## config.mk

```make
export PLATFORM = sky130hd
export DESIGN_NAME = branch_predict_unit
export DESIGN_NICKNAME = d
export VERILOG_FILES = /design/src/rtl/branch_pkg.sv /design/src/rtl/branch_target_buffer.sv /design/src/rtl/branch_predict_unit.sv
export SDC_FILE = /design/constraint.sdc
export NUM_CORES = 1
export LEC_CHECK = 0
export CORE_AREA = 4 4 165 167
export CTS_CLUSTER_SIZE = 20
export DETAILED_ROUTE_END_ITERATION = 6
export DIE_AREA = 0 0 169 171
export DONT_BUFFER_PORTS = 1
export PLACE_DENSITY_LB_ADDON = 0.25
export SYNTH_ARGS = -nofsm -noshare
export SYNTH_HDL_FRONTEND = slang
export SYNTH_HIERARCHICAL = 1
export SYNTH_SLANG_ARGS = --single-unit
```

## constraint.sdc

```tcl
create_clock -name clk -period 8.7 [get_ports clk]
set_clock_uncertainty 0.15 [all_clocks]
set_input_delay 2.61 -clock clk [delete_from_list [all_inputs] [get_ports clk]]
set_output_delay 2.61 -clock clk [all_outputs]
set_load 0.005 [all_outputs]
```

## src/rtl/branch_pkg.sv

```systemverilog
// Shared constants and helpers for the branch unit: condition codes, counter states, condition evaluation.
// Latency: n/a (package only).
// Backpressure: n/a (package only).
package branch_pkg;

  localparam logic [2:0] COND_NE     = 3'b000;
  localparam logic [2:0] COND_EQ     = 3'b001;
  localparam logic [2:0] COND_GT     = 3'b010;
  localparam logic [2:0] COND_LT     = 3'b011;
  localparam logic [2:0] COND_GE     = 3'b100;
  localparam logic [2:0] COND_LE     = 3'b101;
  localparam logic [2:0] COND_OV     = 3'b110;
  localparam logic [2:0] COND_ALWAYS = 3'b111;

  localparam logic [1:0] CNT_SNT = 2'b00;
  localparam logic [1:0] CNT_WNT = 2'b01;
  localparam logic [1:0] CNT_WT  = 2'b10;
  localparam logic [1:0] CNT_ST  = 2'b11;

  // flags are {Z,V,N}
  function automatic logic cond_eval(input logic [2:0] cond, input logic [2:0] flags);
    logic z;
    logic v;
    logic n;
    logic res;
    z = flags[2];
    v = flags[1];
    n = flags[0];
    case (cond)
      COND_NE: res = ~z;
      COND_EQ: res = z;
      COND_GT: res = ~z & ~n;
      COND_LT: res = n;
      COND_GE: res = ~n;
      COND_LE: res = n | z;
      COND_OV: res = v;
      default: res = 1'b1;
    endcase
    return res;
  endfunction

  // Saturating 2-bit counter step toward taken / not-taken
  function automatic logic [1:0] counterStep(input logic [1:0] cnt, input logic taken);
    logic [1:0] res;
    res = cnt;
    if (taken && cnt != CNT_ST) res = cnt + 2'b01;
    else if (!taken && cnt != CNT_SNT) res = cnt - 2'b01;
    return res;
  endfunction

endpackage

```

## src/rtl/branch_target_buffer.sv

```systemverilog
// Direct-mapped BTB with 2-bit counters; one lookup port, one update port, one invalidate port (word addresses).
// Latency: lookup combinational; writes land at the rising edge, so a same-cycle lookup sees old contents.
// Backpressure: none; an update or clear presented in a cycle is always applied.
module branch_target_buffer
  import branch_pkg::*;
#(
  parameter int WIDTH     = 16,
  parameter int BTB_DEPTH = 8
) (
  input  logic             clk,
  input  logic             rst,
  input  logic [WIDTH-2:0] lookupAddr,
  output logic             lookupTaken,
  output logic [WIDTH-1:0] lookupTarget,
  input  logic             updateEn,
  input  logic [WIDTH-2:0] updateAddr,
  input  logic             updateTaken,
  input  logic [WIDTH-1:0] updateTarget,
  input  logic             clearEn,
  input  logic [WIDTH-2:0] clearAddr
);

  localparam int IDX_W = $clog2(BTB_DEPTH);
  localparam int TAG_W = WIDTH - 1 - IDX_W;

  logic [BTB_DEPTH-1:0] validMem;
  logic [TAG_W-1:0]     tagMem    [BTB_DEPTH];
  logic [WIDTH-1:0]     targetMem [BTB_DEPTH];
  logic [1:0]           cntMem    [BTB_DEPTH];

  logic [IDX_W-1:0] lookIdx;
  logic [TAG_W-1:0] lookTag;
  logic [IDX_W-1:0] updIdx;
  logic [TAG_W-1:0] updTag;
  logic [IDX_W-1:0] clrIdx;
  logic             updHit;

  assign lookIdx = lookupAddr[IDX_W-1:0];
  assign lookTag = lookupAddr[WIDTH-2:IDX_W];
  assign updIdx  = updateAddr[IDX_W-1:0];
  assign updTag  = updateAddr[WIDTH-2:IDX_W];
  assign clrIdx  = clearAddr[IDX_W-1:0];

  // Fetch-side and update-side hit detection
  always_comb begin
    lookupTaken  = validMem[lookIdx] && (tagMem[lookIdx] == lookTag) && cntMem[lookIdx][1];
    lookupTarget = targetMem[lookIdx];
    updHit       = validMem[updIdx] && (tagMem[updIdx] == updTag);
  end

  // Valid bits: reset clears all, a taken miss allocates, an aliasing non-branch invalidates
  always_ff @(posedge clk) begin
    if (rst) begin
      validMem <= '0;
    end else if (updateEn && (updHit || updateTaken)) begin
      validMem[updIdx] <= 1'b1;
    end else if (clearEn) begin
      validMem[clrIdx] <= 1'b0;
    end
  end

  // Entry payload: train counter on hit, allocate weakly-taken on a taken miss
  always_ff @(posedge clk) begin
    if (updateEn) begin
      if (updHit) begin
        cntMem[updIdx] <= counterStep(cntMem[updIdx], updateTaken);
        if (updateTaken) targetMem[updIdx] <= updateTarget;
      end else if (updateTaken) begin
        tagMem[updIdx]    <= updTag;
        targetMem[updIdx] <= updateTarget;
        cntMem[updIdx]    <= CNT_WT;
      end
    end
  end

endmodule

```

## src/rtl/branch_predict_unit.sv

```systemverilog
// Fetch PC owner: BTB-predicted next PC, EX branch resolution, misprediction redirect and flush.
// Latency: prediction 0 cycles (comb on fetch_pc); redirect lands on the edge after the mispredict cycle.
// Backpressure: stall holds fetch_pc, but a mispredict redirect always overrides it.
module branch_predict_unit
  import branch_pkg::*;
#(
  parameter int               WIDTH     = 16,
  parameter int               IMM_W     = 9,
  parameter int               BTB_DEPTH = 8,
  parameter logic [WIDTH-1:0] RESET_PC  = '0
) (
  input  logic             clk,
  input  logic             rst,
  input  logic             stall,
  output logic [WIDTH-1:0] fetch_pc,
  output logic             pred_taken,
  output logic [WIDTH-1:0] pred_target,
  input  logic             ex_valid,
  input  logic             ex_is_branch,
  input  logic             ex_use_reg,
  input  logic [WIDTH-1:0] ex_pc,
  input  logic [2:0]       ex_cond,
  input  logic [2:0]       ex_flags,
  input  logic [IMM_W-1:0] ex_imm,
  input  logic [WIDTH-1:0] ex_reg_target,
  input  logic             ex_pred_taken,
  input  logic [WIDTH-1:0] ex_pred_target,
  output logic             flush
);

  localparam logic [WIDTH-1:0] PC_STEP = WIDTH'(2);

  logic [WIDTH-1:0] fetchPcQ;
  logic [WIDTH-1:0] nextPc;
  logic [WIDTH-1:0] seqPc;
  logic [WIDTH-1:0] immOffset;
  logic [WIDTH-1:0] immTarget;
  logic [WIDTH-1:0] resolvedTarget;
  logic [WIDTH-1:0] redirectPc;
  logic             condTrue;
  logic             actualTaken;
  logic             mispredict;
  logic             btbUpdateEn;
  logic             btbClearEn;

  // Word offset shifted to a byte offset; sign-extended to full width
  assign immOffset = {{(WIDTH-IMM_W-1){ex_imm[IMM_W-1]}}, ex_imm, 1'b0};
  assign seqPc     = ex_pc + PC_STEP;
  assign immTarget = seqPc + immOffset;

  // Resolve the EX instruction; non-branches predicted taken are aliasing hits and also redirect
  always_comb begin
    condTrue       = ex_use_reg | cond_eval(ex_cond, ex_flags);
    resolvedTarget = ex_use_reg ? ex_reg_target : immTarget;
    actualTaken    = ex_valid & ex_is_branch & condTrue;
    mispredict     = 1'b0;
    if (ex_valid) begin
      if (ex_is_branch) begin
        mispredict = (actualTaken != ex_pred_taken)
                   | (actualTaken & (resolvedTarget != ex_pred_target));
      end else begin
        mispredict = ex_pred_taken;
      end
    end
    redirectPc = actualTaken ? resolvedTarget : seqPc;
  end

  assign btbUpdateEn = ex_valid & ex_is_branch & ~ex_use_reg;
  assign btbClearEn  = ex_valid & ~ex_is_branch & ex_pred_taken;

  branch_target_buffer #(
    .WIDTH     (WIDTH),
    .BTB_DEPTH (BTB_DEPTH)
  ) u_btb (
    .clk          (clk),
    .rst          (rst),
    .lookupAddr   (fetchPcQ[WIDTH-1:1]),
    .lookupTaken  (pred_taken),
    .lookupTarget (pred_target),
    .updateEn     (btbUpdateEn),
    .updateAddr   (ex_pc[WIDTH-1:1]),
    .updateTaken  (actualTaken),
    .updateTarget (resolvedTarget),
    .clearEn      (btbClearEn),
    .clearAddr    (ex_pc[WIDTH-1:1])
  );

  // Next fetch address: redirect beats stall, stall beats prediction, else sequential
  always_comb begin
    nextPc = fetchPcQ + PC_STEP;
    if (mispredict)      nextPc = redirectPc;
    else if (stall)      nextPc = fetchPcQ;
    else if (pred_taken) nextPc = pred_target;
  end

  // Fetch PC register
  always_ff @(posedge clk) begin
    if (rst) fetchPcQ <= RESET_PC;
    else     fetchPcQ <= nextPc;
  end

  assign fetch_pc = fetchPcQ;
  assign flush    = mispredict;

endmodule

```

==> results of run 1 <==
==> power by group <==
part / leakage (nW) / switching, mW / internal (mW)
sequential: 2.34 / 0.0304 / 1.42
clock: 0.392 / 0.461 / 0.601
combinational: 2.27 / 0.236 / 0.182
==> final cells by class <==
cell class	instances	area share [%]
Inverter	33	0.811
Tap cell	335	2.74
Multi-Input combinational cell	674	39.1
Timing Repair Buffer	35	1.72
Clock inverter	14	0.647
Sequential cell	264	50.3
Clock buffer	35	4.62
==> layout by cell type, fill, tap and decap left out, types with 13 or more instances in the layout <==
master	count
nand2_1	58
a21oi_1	38
o211ai_1	19
mux2i_1	50
nor2_1	78
buf_4	35
ha_1	15
o21ai_0	28
edfxtp_1	240
mux2_2	25
dfxtp_1	21
clkbuf_16	27
nand4_1	15
mux4_2	74
inv_1	32
xnor2_1	32
o31ai_1	13
nor2b_1	16
nand3_1	15
xor2_1	30
==> cell families after synthesis <==
logic type                 after synthesis  synth area share, %
AOI/OAI and AO/OA                      194                 9.89
xor gates and xnor gates                65                 4.17
adders and majority gates               19                 1.75
buffers and inverters                   96                 3.19
DFF                                    264                 54.9
muxes                                  150                 17.6
and+or+nand+nor                        246                 8.51
==> per-stage QoR <==
step	power [mW]	std cells	setup slack, ns	cell area (um2)
finish	2.93	1390	0.106	15300
global route	3.04	1390	0.00668	15300
CTS	2.94	1390	0.0764	15200
detailed placement	1.89	1341	-0.00139	14400
global placement	1.88	1341	0.143	14400
floorplan	1.78	1034	0.0807	14000
==> timing repair <==
item,CTS,global route
setup endpoints to repair,1,1
resized for setup,1,10
hold buffers,0,0
pin swaps,0,1
endpoints found under the hold margin,0,0
==> registers in the layout, summed over array words and instances, names as in the netlist <==
signal	cells
u_btb/tagMem	96
u_btb/targetMem	128
fetch_pc	16
u_btb/validMem	8
u_btb/cntMem	16
==> tightest hold or removal path, stage by stage, from the launching register on <==
cell	delay, ns
dfxtp_1	0.33
o221ai_1	0.08
a21oi_1	0.07
==> metal layers <==
| layer | up-vias | GRT usage (%) | share of wire [%] |
|---|---|---|---|
| met1 | 4497 | 35.8 | 41 |
| met2 | 425 | 39.7 | 47 |
| met3 | 57 | 5.48 | 10 |
| li1 | 4054 | - | - |
| met4 | 0 | 6.23 | 2.3 |
| met5 | - | 0 | 0 |
==> final timing paths <==
path | start | endpoint | slack (ns) | cells after the start
max | ex_pc[1] | flush | 0.11 | 15
max reg2reg | fetch_pc[1] | fetch_pc[14] | 4.42 | 13
min reg2reg | u_btb/validMem[1] | u_btb/validMem[1] | 0.36 | 2
min | u_btb/validMem[1] | u_btb/validMem[1] | 0.36 | 2
==> reports/results.ini, run 1 <==
[status]
run_status=finished clean

[synthesis]
synth_edf_count=240
syn_inst=1034
syn_nets=1123
yosysMostFrequentCell=edfxtp_1
syn_area_per_cell_um2=13.6
yosysSeqAreaShare_pct=54.9
yosys-top-cells-count=240 x edfxtp_1, 85 x nor2_1, 74 x mux4_2, 58 x nand2_1, 50 x mux2i_1
netlist_area_um2=14000
async_flop_share_pct=0
synth_warnings=6
synth_top_flop_cell=edfxtp_1
synth.largest_area_cell=edfxtp_1
synthTopCellsByArea=edfxtp_1 51%, mux4_2 12%, mux2i_1 3.6%
ys_ff_latch=264
ys_types=72
synth.top_cell.area_share_pct=51.4

[placed_design]
numPortBuffers=0
hpwlAfterDp_um=25000
gp_congestion=0.937

[setup_path]
worstSetupStartpointType=primary input
crit_chain=ha_2 -> nand3_1 -> or2_2 -> nor2_1 -> xor2_1 -> ha_4 -> a21o_1 -> a31oi_1 -> nand3_1 -> mux2i_1 -> mux2_2 -> a211o_1 -> nor4_4 -> or2_1 -> inv_1
path_delay_family=simple AND/OR/NAND/NOR gates
worst-path-buf-inv=1
end_kind=output pin
critPathMaxFanout=40
path_common_cell=nand3_1
cpPeakStageDelay_ns=0.36
critPathRequiredTime_ns=5.94
critical_path_arrival_ns=5.83
cp_slowest_cell=mux2_2
critPathKind=primary input to output pin

[global_route]
grt_pass1_wl_um=54900
grt_pass1_vias=8991
grt_max_degree=66
gr-usage-all-layers_pct=25.0
antenna_found_initial=0
overflow=0

[detailed_routing]
antenna_left=0
wl_per_cell_um=26.2
drt-pass1-iter-count=5
viasPerCell=6.50
dr_total_vias=9033
routed_wl_um=36400
drt_iter0_drc=1088
drc=0

[clock_tree]
cts_made_buffers=27
cts_tree=yes
cts_root_buffer=clkbuf_16
postCtsSetupBuffers=0
clk_pin_slew_worst_paths_ns=0.06
cts_max_path_buffers=3
insertion_delay_ns=0.53
htreeDepth=1
cts_sinks=264

[floorplan]
start_util_pct=54.4
io_pins=104
row_count=59
dieArea_um2=28900
core-area_um2=25800
die_h_um=171
dieWidth_um=169

[finish]
num-nets-final=1124
drive_above_1_share_pct=20.3
finalCoreUtilization_pct=59.3
regArea_um2=7690
nFillCells=1979
diodes=0
area_growth_pct=9.04
multi_input_area_um2=5980

[sta]
post-route-period-util_pct=98.8
finalSetupViolCount=0
hold_violations=0
finalSetupTns_ns=0
slew_violations=0
relSlewSlack_pct=13.0
fmax_mhz=116
rsz0062_at_grt=false
tightest_slew_ns=1.29
holdWs_ns=0.365
fin_crit_ns=8.59

[worst_hold_path]
min_path_type=flop to flop

[run]
maxCapViolCount=0

[pwr]
peakVddDrop_uv=134
power-per-cell-area_nw_per_um2=192
p_leak_nw=5.00

Note: power is estimated with default switching activity, not from simulation.
==> run 2: changes to the inputs <==
SYNTH_HIERARCHICAL = default   (was 1)
==> run 2 against run 1 <==
Final area up 1.2%; core utilization up 0.73 points; global-route usage up 0.48 points; sequential power up 3%; clock power up 17%; critical path type unchanged.
==> reports/results.ini, run 2 <==
[synthesis]
synth.largest_area_cell=edfxtp_1  ; unchanged
syn_nets=1123  ; unchanged
ys_ff_latch=267  ; was 264
async_flop_share_pct=0  ; unchanged
synth_warnings=0  ; was 6
synth_top_flop_cell=edfxtp_1  ; unchanged
yosysMostFrequentCell=edfxtp_1  ; unchanged
yosys-top-cells-count=240 x edfxtp_1, 70 x mux4_2, 67 x nor2_1, 51 x mux2i_1, 48 x nand2_1  ; was 240 x edfxtp_1, 85 x nor2_1, 74 x mux4_2, 58 x nand2_1, 50 x mux2i_1
synth.top_cell.area_share_pct=51.4  ; about the same
synthTopCellsByArea=edfxtp_1 51%, mux4_2 11%, dfxtp_1 3.9%  ; was edfxtp_1 51%, mux4_2 12%, mux2i_1 3.6%
yosysSeqAreaShare_pct=55.2  ; was 54.9%
syn_inst=1034  ; unchanged
netlist_area_um2=14000  ; about the same
syn_area_per_cell_um2=13.6  ; about the same
ys_types=74  ; was 72
synth_edf_count=240  ; unchanged

[floorplan]
die_h_um=171  ; unchanged
io_pins=104  ; unchanged
start_util_pct=54.5  ; was 54.4%
row_count=59  ; unchanged
dieWidth_um=169  ; unchanged
dieArea_um2=28900  ; unchanged
core-area_um2=25800  ; unchanged

[placed_design]
numPortBuffers=0  ; unchanged
place_inst=1338  ; was 1341
gp_congestion=0.897  ; was 0.937
hpwlAfterDp_um=25600  ; was 25000 um

[pwr]
p_leak_nw=5.23  ; was 5.00 nW
power_mw=3.15  ; was 2.93 mW
power-per-cell-area_nw_per_um2=204  ; was 192 nW/um2
peakVddDrop_uv=185  ; was 134 uV

[sta]
post-route-period-util_pct=99.9  ; was 98.8%
finalSetupViolCount=0  ; unchanged
relSlewSlack_pct=7.83  ; was 13.0%
fin_crit_ns=8.69  ; was 8.59 ns
slew_violations=0  ; unchanged
tightest_slew_ns=1.37  ; was 1.29 ns
finalSetupTns_ns=0  ; unchanged
fmax_mhz=115  ; was 116 MHz
hold_violations=0  ; unchanged

[global_route]
met1_usage_pct=35.1  ; was 35.8%
antenna_found_initial=0  ; unchanged
grt-busiest-layer=met2  ; unchanged
overflow=0  ; unchanged
grt_pass1_vias=8995  ; was 8991
gr-usage-all-layers_pct=25.5  ; was 25.0%
grt_max_degree=54  ; was 66
grt_pass1_wl_um=55600  ; was 54900 um
use_met2_pct=42.1  ; was 39.7%
grt_use_met3_pct=6.28  ; was 5.48%

[clock_tree]
cts_made_buffers=28  ; was 27
htreeDepth=1  ; unchanged
ctsHoldBuffers=0  ; unchanged
cts_root_buffer=clkbuf_16  ; unchanged
cts_max_path_buffers=3  ; unchanged
clk_pin_slew_worst_paths_ns=0.07  ; was 0.06 ns
cts_tree=yes  ; unchanged
insertion_delay_ns=0.55  ; was 0.53 ns
cts_sinks=267  ; was 264

[setup_path]
r2r_end=fetch_pc[9]  ; was fetch_pc[14]
critical_path_arrival_ns=5.93  ; was 5.83 ns
rrSetupSlack_ns=4.49  ; was 4.42 ns
critPathMaxFanout=53  ; was 40
critPathRequiredTime_ns=5.94  ; about the same
end_kind=output pin  ; unchanged
r2r_cells=9  ; was 13
critPathKind=primary input to output pin  ; unchanged
worstSetupStartpointType=primary input  ; unchanged

[finish]
top_regs=u_btb.targetMem: 128 flops, u_btb.tagMem: 96 flops  ; was u_btb/targetMem: 128 flops, u_btb/tagMem: 96 flops
area_growth_pct=10.2  ; was 9.04%
regMostFlops=u_btb.targetMem  ; was u_btb/targetMem
finalNonFillerCells=1390  ; unchanged
final_common_cell=edfxtp_1  ; unchanged
diodes=0  ; unchanged
num-nets-final=1122  ; was 1124
largest_reg_flops=128  ; unchanged
final_cell_mix=240 x edfxtp_1, 70 x mux4_2, 59 x nor2_1  ; was 240 x edfxtp_1, 78 x nor2_1, 74 x mux4_2
finalCoreUtilization_pct=60.0  ; was 59.3%
drive_above_1_share_pct=21.4  ; was 20.3%

[detailed_routing]
antenna_left=0  ; unchanged
drt_iter0_drc=1144  ; was 1088
routed_wl_um=37400  ; was 36400 um
viasPerCell=6.56  ; was 6.50
drt-pass1-iter-count=5  ; unchanged
drc=0  ; unchanged
wl_per_cell_um=26.9  ; was 26.2 um
dr_total_vias=9116  ; was 9033

[run]
maxCapViolCount=0  ; unchanged

[worst_hold_path]
holdPathStages=2  ; unchanged
min_path_type=flop to flop  ; unchanged

[status]
run_status=finished clean  ; unchanged

[run 2: critical path: stages]
cell and delay (ns):
nand3_4 0.11, or3_4 0.40, inv_1 0.10, and3_1 0.17
xor2_1 0.23, ha_2 0.36, a2111oi_1 0.42, o21ai_1 0.20
a41oi_2 0.23, xnor2_1 0.13, a211o_1 0.30, a2111o_1 0.46
nand2_4 0.13, inv_2 0.07
[run 2: final cells by class]
class | instances | area, um2
tap | 335 | 419
timing repair buffer | 32 | 240
multi-input combinational | 669 | 5940
sequential | 267 | 7750
clock buffer | 33 | 771
clock inverter | 19 | 210
inverter | 35 | 131
fill | 1959 | 10300
[run 2: worst max-delay path by stage]
stage | start | endpoint
final | ex_pc[3] | flush
after global routing | ex_pc[3] | flush
after CTS | ex_pc[3] | flush
after detailed placement | ex_pc[3] | flush
after global placement | ex_pc[1] | flush
after floorplan | ex_pc[2] | flush
[run 2: layer usage]
metal  up-vias  part of all wire [%]
met3        65                   9.5
met5         -                     0
met2       396                    48
met4         0                   2.0
met1      4586                    40
li1       4069                     -
[run 2: logic make-up (layout without fill, tap and decap cells)]
logic type | after synthesis | count (layout) | synth area share (%)
flops | 267 | 267 | 55.2
simple gates | 251 | 251 | 9.07
buf+inv | 98 | 119 | 2.96
mux | 170 | 170 | 19.0
fa+ha+maj | 19 | 19 | 1.75
xor+xnor | 54 | 54 | 3.48
compound gates | 175 | 175 | 8.51
[run 2: power by group]
| part | switching, mW | internal (mW) |
|---|---|---|
| registers | 0.0470 | 1.44 |
| logic | 0.231 | 0.191 |
| clock network | 0.492 | 0.752 |
[run 2: what timing repair did]
action	CTS	global route
endpoints found under the setup margin	0	1
resized for setup	0	5
buffers inserted	0	0
[run 2: per-stage QoR]
stage	instance area (um2)	setup WS, ns	hold slack [ns]
final	15500	0.0119	0.354
after global routing	15500	-0.0486	0.370
after global placement	14500	0.263	0.330
after detailed placement	14500	0.138	0.332
after floorplan	14100	0.0216	0.313
after CTS	15400	0.132	0.346
